$ cat config.mk
export PLATFORM = sky130hd
export DESIGN_NAME = matmul_sched
export DESIGN_NICKNAME = d
export VERILOG_FILES = /design/src/rtl/matmul_pkg.sv /design/src/rtl/rr_arbiter.sv /design/src/rtl/matmul_sched.sv
export SDC_FILE = /design/constraint.sdc
export NUM_CORES = 1
export LEC_CHECK = 0
export BUFFER_PORTS_ARGS = -buffer_cell sky130_fd_sc_hd__buf_2
export CAP_MARGIN = 20
export CORE_AREA = 2 2 62 64
export CTS_BUF_LIST = sky130_fd_sc_hd__clkbuf_16
export DETAILED_ROUTE_END_ITERATION = 12
export DIE_AREA = 0 0 64 66
export GPL_ROUTABILITY_DRIVEN = 0
export PLACE_DENSITY = 0.85
export SLEW_MARGIN = 20
export SYNTH_ARGS = -nofsm -noshare
export SYNTH_HDL_FRONTEND = slang
export SYNTH_SLANG_ARGS = --single-unit
$ cat constraint.sdc
create_clock -name clk -period 2.71 [get_ports clk]
set_input_delay 0.542 -clock clk [delete_from_list [all_inputs] [get_ports clk]]
set_output_delay 0.542 -clock clk [all_outputs]
set_load 0.03 [all_outputs]
$ cat src/rtl/matmul_pkg.sv
// rtl/matmul_pkg.sv - shared types and constants for the matmul scheduler slice
package matmul_pkg;

    localparam int DEF_NUM_CLIENTS    = 2;
    localparam int DEF_DATA1_LEN_BITS = 2;
    localparam int DEF_DATA2_ROW_BITS = 2;
    localparam int DEF_DATA2_COL_BITS = 4;

    localparam logic [15:0] Q_ONE       = 16'h0100;
    localparam int          Q_FRAC_BITS = 8;

    typedef enum logic [2:0] {
        S_IDLE,
        S_LAUNCH,
        S_COMPUTE,
        S_DRAIN,
        S_DONE
    } sched_state_t;

endpackage

$ cat src/rtl/rr_arbiter.sv
// rtl/rr_arbiter.sv - round-robin arbiter, client after i_ptr has top priority
module rr_arbiter #(
    parameter int N  = 2,
    parameter int PW = (N > 1) ? $clog2(N) : 1
) (
    input  logic [N-1:0]  i_req,
    input  logic [PW-1:0] i_ptr,
    output logic [N-1:0]  o_gnt
);

    logic [PW-1:0] w_idx;
    logic          w_found;

    always_comb begin
        o_gnt   = '0;
        w_idx   = '0;
        w_found = 1'b0;
        for (int i = 1; i <= N; i++) begin
            w_idx = PW'((int'(i_ptr) + i) % N);
            if (!w_found && i_req[w_idx]) begin
                o_gnt[w_idx] = 1'b1;
                w_found      = 1'b1;
            end
        end
    end

endmodule

$ cat src/rtl/matmul_sched.sv
// rtl/matmul_sched.sv - shares one matmul engine among several clients,
// launching a job per grant and streaming the result vector back
module matmul_sched
    import matmul_pkg::*;
#(
    parameter int NUM_CLIENTS    = DEF_NUM_CLIENTS,
    parameter int DATA1_LEN_BITS = DEF_DATA1_LEN_BITS,
    parameter int DATA2_ROW_BITS = DEF_DATA2_ROW_BITS,
    parameter int DATA2_COL_BITS = DEF_DATA2_COL_BITS
) (
    input  logic                      clk,
    input  logic                      rst_n,
    input  logic [NUM_CLIENTS-1:0]    i_req,
    output logic [NUM_CLIENTS-1:0]    o_gnt,
    output logic [NUM_CLIENTS-1:0]    o_done,
    input  logic [NUM_CLIENTS*16-1:0] i_cl_data1,
    input  logic [NUM_CLIENTS*16-1:0] i_cl_data2,
    output logic [DATA1_LEN_BITS-1:0] o_addr_vec,
    output logic [DATA2_ROW_BITS-1:0] o_addr_row,
    output logic [DATA2_COL_BITS-1:0] o_addr_col,
    output logic                      o_res_valid,
    output logic [DATA2_COL_BITS-1:0] o_res_idx,
    output logic [15:0]               o_res_data,
    output logic                      o_mm_start,
    input  logic                      i_mm_ready,
    output logic [15:0]               o_mm_data1,
    output logic [15:0]               o_mm_data2,
    output logic [DATA2_COL_BITS-1:0] o_mm_sel,
    input  logic [DATA1_LEN_BITS-1:0] i_mm_sel_vec,
    input  logic [DATA2_ROW_BITS-1:0] i_mm_sel_row,
    input  logic [DATA2_COL_BITS-1:0] i_mm_sel_col,
    input  logic [15:0]               i_mm_data_out
);

    localparam int PW = (NUM_CLIENTS > 1) ? $clog2(NUM_CLIENTS) : 1;

    sched_state_t              r_state;
    sched_state_t              w_next;
    logic [NUM_CLIENTS-1:0]    r_gnt;
    logic [PW-1:0]             r_ptr;
    logic [DATA2_COL_BITS-1:0] r_sel;
    logic [NUM_CLIENTS-1:0]    w_win;
    logic [PW-1:0]             w_gnt_idx;

    rr_arbiter #(
        .N  (NUM_CLIENTS),
        .PW (PW)
    ) u_arb (
        .i_req (i_req),
        .i_ptr (r_ptr),
        .o_gnt (w_win)
    );

    always_comb begin
        w_next = r_state;
        case (r_state)
            S_IDLE:    if ((|i_req) && i_mm_ready) w_next = S_LAUNCH;
            S_LAUNCH:  w_next = S_COMPUTE;
            S_COMPUTE: if (i_mm_ready) w_next = S_DRAIN;
            S_DRAIN:   if (&r_sel) w_next = S_DONE;
            S_DONE:    w_next = S_IDLE;
            default:   w_next = S_IDLE;
        endcase
    end

    always_comb begin
        w_gnt_idx = '0;
        for (int k = 0; k < NUM_CLIENTS; k++) begin
            if (r_gnt[k]) w_gnt_idx = PW'(k);
        end
    end

    // r_sel wraps back to 0 on the last drain beat, so it is already 0 in DONE
    always_ff @(posedge clk or negedge rst_n) begin
        if (!rst_n) begin
            r_state <= S_IDLE;
            r_gnt   <= '0;
            r_ptr   <= PW'(NUM_CLIENTS - 1);
            r_sel   <= '0;
        end else begin
            r_state <= w_next;
            if (r_state == S_IDLE && w_next == S_LAUNCH) begin
                r_gnt <= w_win;
            end else if (r_state == S_DONE) begin
                r_gnt <= '0;
                r_ptr <= w_gnt_idx;
            end
            if (r_state == S_DRAIN) r_sel <= r_sel + 1'b1;
            else                    r_sel <= '0;
        end
    end

    always_comb begin
        o_mm_data1 = '0;
        o_mm_data2 = '0;
        for (int k = 0; k < NUM_CLIENTS; k++) begin
            if (r_gnt[k]) begin
                o_mm_data1 = i_cl_data1[k*16 +: 16];
                o_mm_data2 = i_cl_data2[k*16 +: 16];
            end
        end
    end

    assign o_gnt       = r_gnt;
    assign o_done      = (r_state == S_DONE) ? r_gnt : '0;
    assign o_mm_start  = (r_state == S_LAUNCH);
    assign o_mm_sel    = r_sel;
    assign o_res_valid = (r_state == S_DRAIN);
    assign o_res_idx   = r_sel;
    assign o_res_data  = (r_state == S_DRAIN) ? i_mm_data_out : 16'h0000;
    assign o_addr_vec  = i_mm_sel_vec;
    assign o_addr_row  = i_mm_sel_row;
    assign o_addr_col  = i_mm_sel_col;

endmodule

==> results.cfg, run 1 <==
[outcome]
status = complete, no violations

[yosys]
synth_most_common_cell = a22o_1
synth_seq_area_share_pct = 25.7
synth.top_cell.area_share_pct = 27.7
synth_edf_count = 0
synth_common_cells = a22o_1, and2_1, buf_4, dfrtp_1, nor2_1
synth_area_leader_cell = a22o_1
synth-seq-cells = 10
netlist_area_um2 = 980
syn_nets = 208
synthFlopType = dfrtp_1
synth_warnings = 0
async_flop_share_pct = 100
synth_cell_types = 28
synth_area_leaders = a22o_1, dfrtp_1, and2_1
netlist_instances = 114
postSynthAreaPerCell_um2 = 8.59

[clocking]
h-tree-depth = 1
cts_buffer_depth = 2
post_cts_buffers = 0
cts_resized = 0
cts-root-buf = clkbuf_16
cts.clk_slew.worst_paths_ns = 0.04
tritoncts.num_buffers = 3
cts.sinks = 10
cts_hold_buf = 0
clk_latency_ns = 0.24
cts_tree = built

[detailed_routing]
drc_errors = 0
vias = 1327
dr.pass1.iters = 4
drt-initial-drc-count = 48
ant_nets = 0
drt-total-wl_mm = 3.61
wl_per_cell_um = 12.3
via_per_inst = 4.51

[sta]
timing.final.setup_violations = 0
min_period_ns = 2.18
finClkSkew_ns = 0.00461
worst_slack_ns = 0.529
hold_violations = 0
fin_tns_setup_ns = 0
slew_headroom_pct = 77.0
fin_hold_ws_ns = 0.158
fmax_mhz = 458
min_period_over_period_pct = 80.5
rsz0062_at_grt = false
drv_slew = 0
worst_slew_pin_slew_ns = 0.345

[run]
drv_cap = 0

[finish]
final_cells = 294
drive_gt1_share_pct = 63.4
fillers = 355
finish.utilization_pct = 49.0
fin_nets = 341
area_growth_pct = 77.8
num_antenna_cells = 0
final_area_um2 = 1740

[pwr]
power.leakage_nw = 1.06
power_density_nw_per_um2 = 1290
peakVddDrop_v = 0.000677
p_total_mw = 2.24

[setup_path]
crit_required_ns = 2.17
critPathSlowestCell = dfrtp_1
worstPathCellList = nand3b_1, inv_1, and2_1, buf_2
worst_r2r_path_depth = 3
critical_path_arrival_ns = 1.64
end_kind = output pin
worstSetupPathType = register to output pin
r2r-end = o_gnt[1]
r2r_slack_ns = 1.28
r2r-start = r_state[1]
slowest_delay_ns = 0.43
critPathTopFamily = buffers and inverters
path_buf_inv = 2
start_kind = register
path_max_fanout = 18

[global_routing]
grt_max_degree = 37
grt_pass1_vias = 1101
grt_overflow_total = 0
grt_usage_pct = 14.9
grt_pass1_wl_mm = 5.12
antenna_found_initial = 0

[floorplanning]
initial_core_util_pct = 27.6
ios = 163
core_um2 = 3550
die_y_um = 66
num_rows = 22
die_area_um2 = 4220
die_w_um = 64

[place]
post-place-cells = 290
place_hpwl_mm = 2.91
placed_area_um2 = 1660
port_buffers = 146
preCtsSetupSlack_ns = 0.784

[worst_hold_path]
hold_class = input pin to async pin
## routing by layer
layer	vias up	global-route usage (%)	share of wire (%)
li1	665	-	-
met3	8	4.77	8.6
met5	-	0	0
met4	0	4.89	0.89
met2	61	26.6	52
met1	593	16.6	39
## where the power goes
| part | switching, mW | internal [mW] | leakage (nW) |
|---|---|---|---|
| registers | 0.0619 | 0.203 | 0.115 |
| logic | 1.16 | 0.553 | 0.904 |
| clock network | 0.0655 | 0.193 | 0.0423 |
| total | 1.29 | 0.949 | 1.06 |
## registers in the layout, summed over array words and instances, names as in the netlist
register / cells
r_state: 3
r_ptr: 1
o_gnt: 2
o_mm_sel: 4
## layout make-up
class,instances,area (um2),share of cell area [%]
Multi-Input combinational cell,81,591,33.9
Tap cell,48,60.1,3.45
Sequential cell,10,251,14.4
Timing Repair Buffer,149,753,43.2
Inverter,2,7.51,0.431
Clock inverter,1,3.75,0.216
Clock buffer,3,75.1,4.31
## worst max path at each step
stage / from / end / slack [ns] / cells past startpoint
final: r_state[2] / o_res_data[15] / 0.53 / 4
after global routing: r_state[2] / o_res_data[10] / 0.36 / 4
after CTS: r_state[2] / o_res_data[5] / 0.50 / 4
after detailed placement: r_state[2] / o_res_data[5] / 0.78 / 4
after global placement: r_state[2] / o_res_data[4] / 0.85 / 4
after floorplan: o_gnt[1] / o_mm_data1[14] / 0.73 / 3
## kinds of logic (layout without fill, tap and decap cells)
logic type	Yosys count	after routing	synth area share (%)
AOI/OAI and AO/OA	35	35	30.3
xor gates and xnor gates	2	2	1.79
adders and majority gates	1	1	1.28
buffers and inverters	23	155	14.3
DFF	10	10	25.7
muxes	3	3	3.19
and+or+nand+nor	40	40	23.5
## placed cells by master, fill, tap and decap left out, types with 2 or more instances in the layout
cell type  instances
clkbuf_16          3
and2_1            17
inv_1              3
o21ai_0            2
nand3_1            2
mux2i_1            2
dfrtp_1            9
buf_4              3
buf_2            146
a22o_1            31
and3_1             2
nor2_1             7
nand2_1            4
Note: power is estimated with default switching activity, not from simulation.
==> run 2: changes to the inputs <==
CORE_AREA = unset   (was 2 2 62 64)
CORE_MARGIN = 2   (was unset)
CORE_UTILIZATION = 25   (was unset)
DIE_AREA = unset   (was 0 0 64 66)
PLACE_DENSITY = 0.81   (was 0.85)
clock period = 2 ns   (was 2.71 ns; I/O delays follow)
==> run 2 against run 1 <==
Effect of this change: combinational power is 37% higher; clock power rose by 36%; non-clock buffer count shrank 1; flip-flop and latch count unchanged; highest routed layer unchanged.
==> results.cfg, run 2 (same netlist as run 1, synthesis figures left out) <==
[pwr]
peakVddDrop_v = 0.000925
power_density_nw_per_um2 = 1750
p_int_mw = 1.31
p_clk_share_pct = 11.5
comb_power_share_pct = 76.8
p_switching_mw = 1.76
seqPwrFrac_pct = 11.8
swShare_pct = 57.4
p_total_mw = 3.06
power.leakage_nw = 1.06

[clocking]
cts.sinks = 10
cts-root-buf = clkbuf_16
cts_buffer_depth = 2
cts_tree = built
cts_hold_buf = 0
cts.clk_slew.worst_paths_ns = 0.04
clk_latency_ns = 0.24
post_cts_buffers = 0
cts_resized = 1
tritoncts.num_buffers = 3
h-tree-depth = 1

[sta]
slew_headroom_pct = 78.4
drv_slew = 0
min_period_ns = 1.86
rsz0062_at_grt = false
timing.final.setup_violations = 0
fin_hold_ws_ns = 0.00954
fmax_mhz = 536
min_period_over_period_pct = 93.2
hold_violations = 0
finClkSkew_ns = 0.00372
worst_slew_pin_slew_ns = 0.324
fin_tns_setup_ns = 0

[finish]
fillers = 379
fin_nets = 340
mostFrequentLayoutCells = buf_2, a22o_1, and2_1
final_common_cell = buf_2
largest_reg_flops = 4
area_growth_pct = 78.5
finish.utilization_pct = 47.1
drive_gt1_share_pct = 63.7
num_antenna_cells = 0

[floorplanning]
ios = 163
num_rows = 22
die_w_um = 66.6
die_y_um = 66.6
initial_core_util_pct = 26.4
core_um2 = 3720
die_area_um2 = 4440

[global_routing]
grt_max_degree = 35
grt_usage_pct = 14.2
grt_pass1_vias = 1059
grt_overflow_total = 0
grt_pass1_wl_mm = 4.82
antenna_found_initial = 0

[setup_path]
critical_path_arrival_ns = 1.46
crit_required_ns = 1.60
r2r-end = o_gnt[1]
r2r-start = r_state[0]
start_kind = register
worst_r2r_path_depth = 3
worstSetupPathType = register to output pin
r2r_slack_ns = 0.60
path_max_fanout = 18
end_kind = output pin

[detailed_routing]
drt-total-wl_mm = 3.52
ant_nets = 0
wl_per_cell_um = 12.0
drt-initial-drc-count = 32
dr.pass1.iters = 4
drc_errors = 0
via_per_inst = 4.45
vias = 1305

[run]
drv_cap = 0

[place]
port_buffers = 146
place_hpwl_mm = 2.96

[outcome]
status = complete, no violations

[worst_hold_path]
hold_class = input pin to async pin
==> run 2: cell count changes in the layout (fill, tap and decap cells not counted) <==
cell      delta
inv_1        -2
inv_4        +1
buf_12       +1
buf_4        -2
clkinv_1     +1
==> run 2: cell type report <==
| cell class | instances | area (um2) | share of cell area (%) |
|---|---|---|---|
| timing repair buffer | 148 | 758 | 43.3 |
| multi-input combinational | 81 | 591 | 33.8 |
| inverter | 2 | 10.0 | 0.572 |
| tap | 48 | 60.1 | 3.43 |
| sequential | 10 | 251 | 14.4 |
| clock inverter | 1 | 3.75 | 0.215 |
| clock buffer | 3 | 75.1 | 4.29 |
==> run 2: per-layer routing <==
metal	GRT usage (%)	vias up	routed length [um]	part of all wire [%]
met5	0	-	0	0
met4	6.12	0	48	1.4
met3	3.38	4	336	9.6
met2	25.0	65	1850	53
met1	16.3	573	1280	36
li1	-	663	-	-
==> run 2: worst max-delay path by stage <==
stage | to | slack, ns | depth (start not counted) | startpoint
2_1_floorplan | o_mm_data1[14] | 0.16 | 3 | o_gnt[1]
4_1_cts | o_res_data[0] | 0.1 | 4 | r_state[2]
3_3_place_gp | o_res_data[4] | 0.29 | 4 | r_state[2]
6_report | o_res_data[0] | 0.14 | 4 | r_state[2]
5_1_grt | o_res_data[6] | 0.01 | 4 | r_state[2]
3_5_place_dp | o_res_data[0] | 0.25 | 4 | r_state[2]
==> run 2: power groups by stage <==
stage,clock network (mW),registers [mW],logic (mW)
floorplan,0,0.435,1.71
global placement,0,0.359,2.33
detailed placement,0,0.365,2.35
CTS,0.360,0.363,2.36
global route,0.374,0.376,2.50
finish,0.351,0.361,2.35
==> run 2: critical path, cell delays in order, from the launching register on <==
cell and delay, ns:
dfrtp_1 0.42, nand3b_1 0.30, inv_4 0.18, and2_1 0.14, buf_2 0.19
==> run 2: through the flow <==
step	instance area (um2)	std cells	setup WS, ns
floorplan	980	114	0.158
global placement	1670	289	0.293
CTS	1750	293	0.0984
global route	1750	293	0.0118
detailed placement	1670	289	0.246
finish	1750	293	0.136
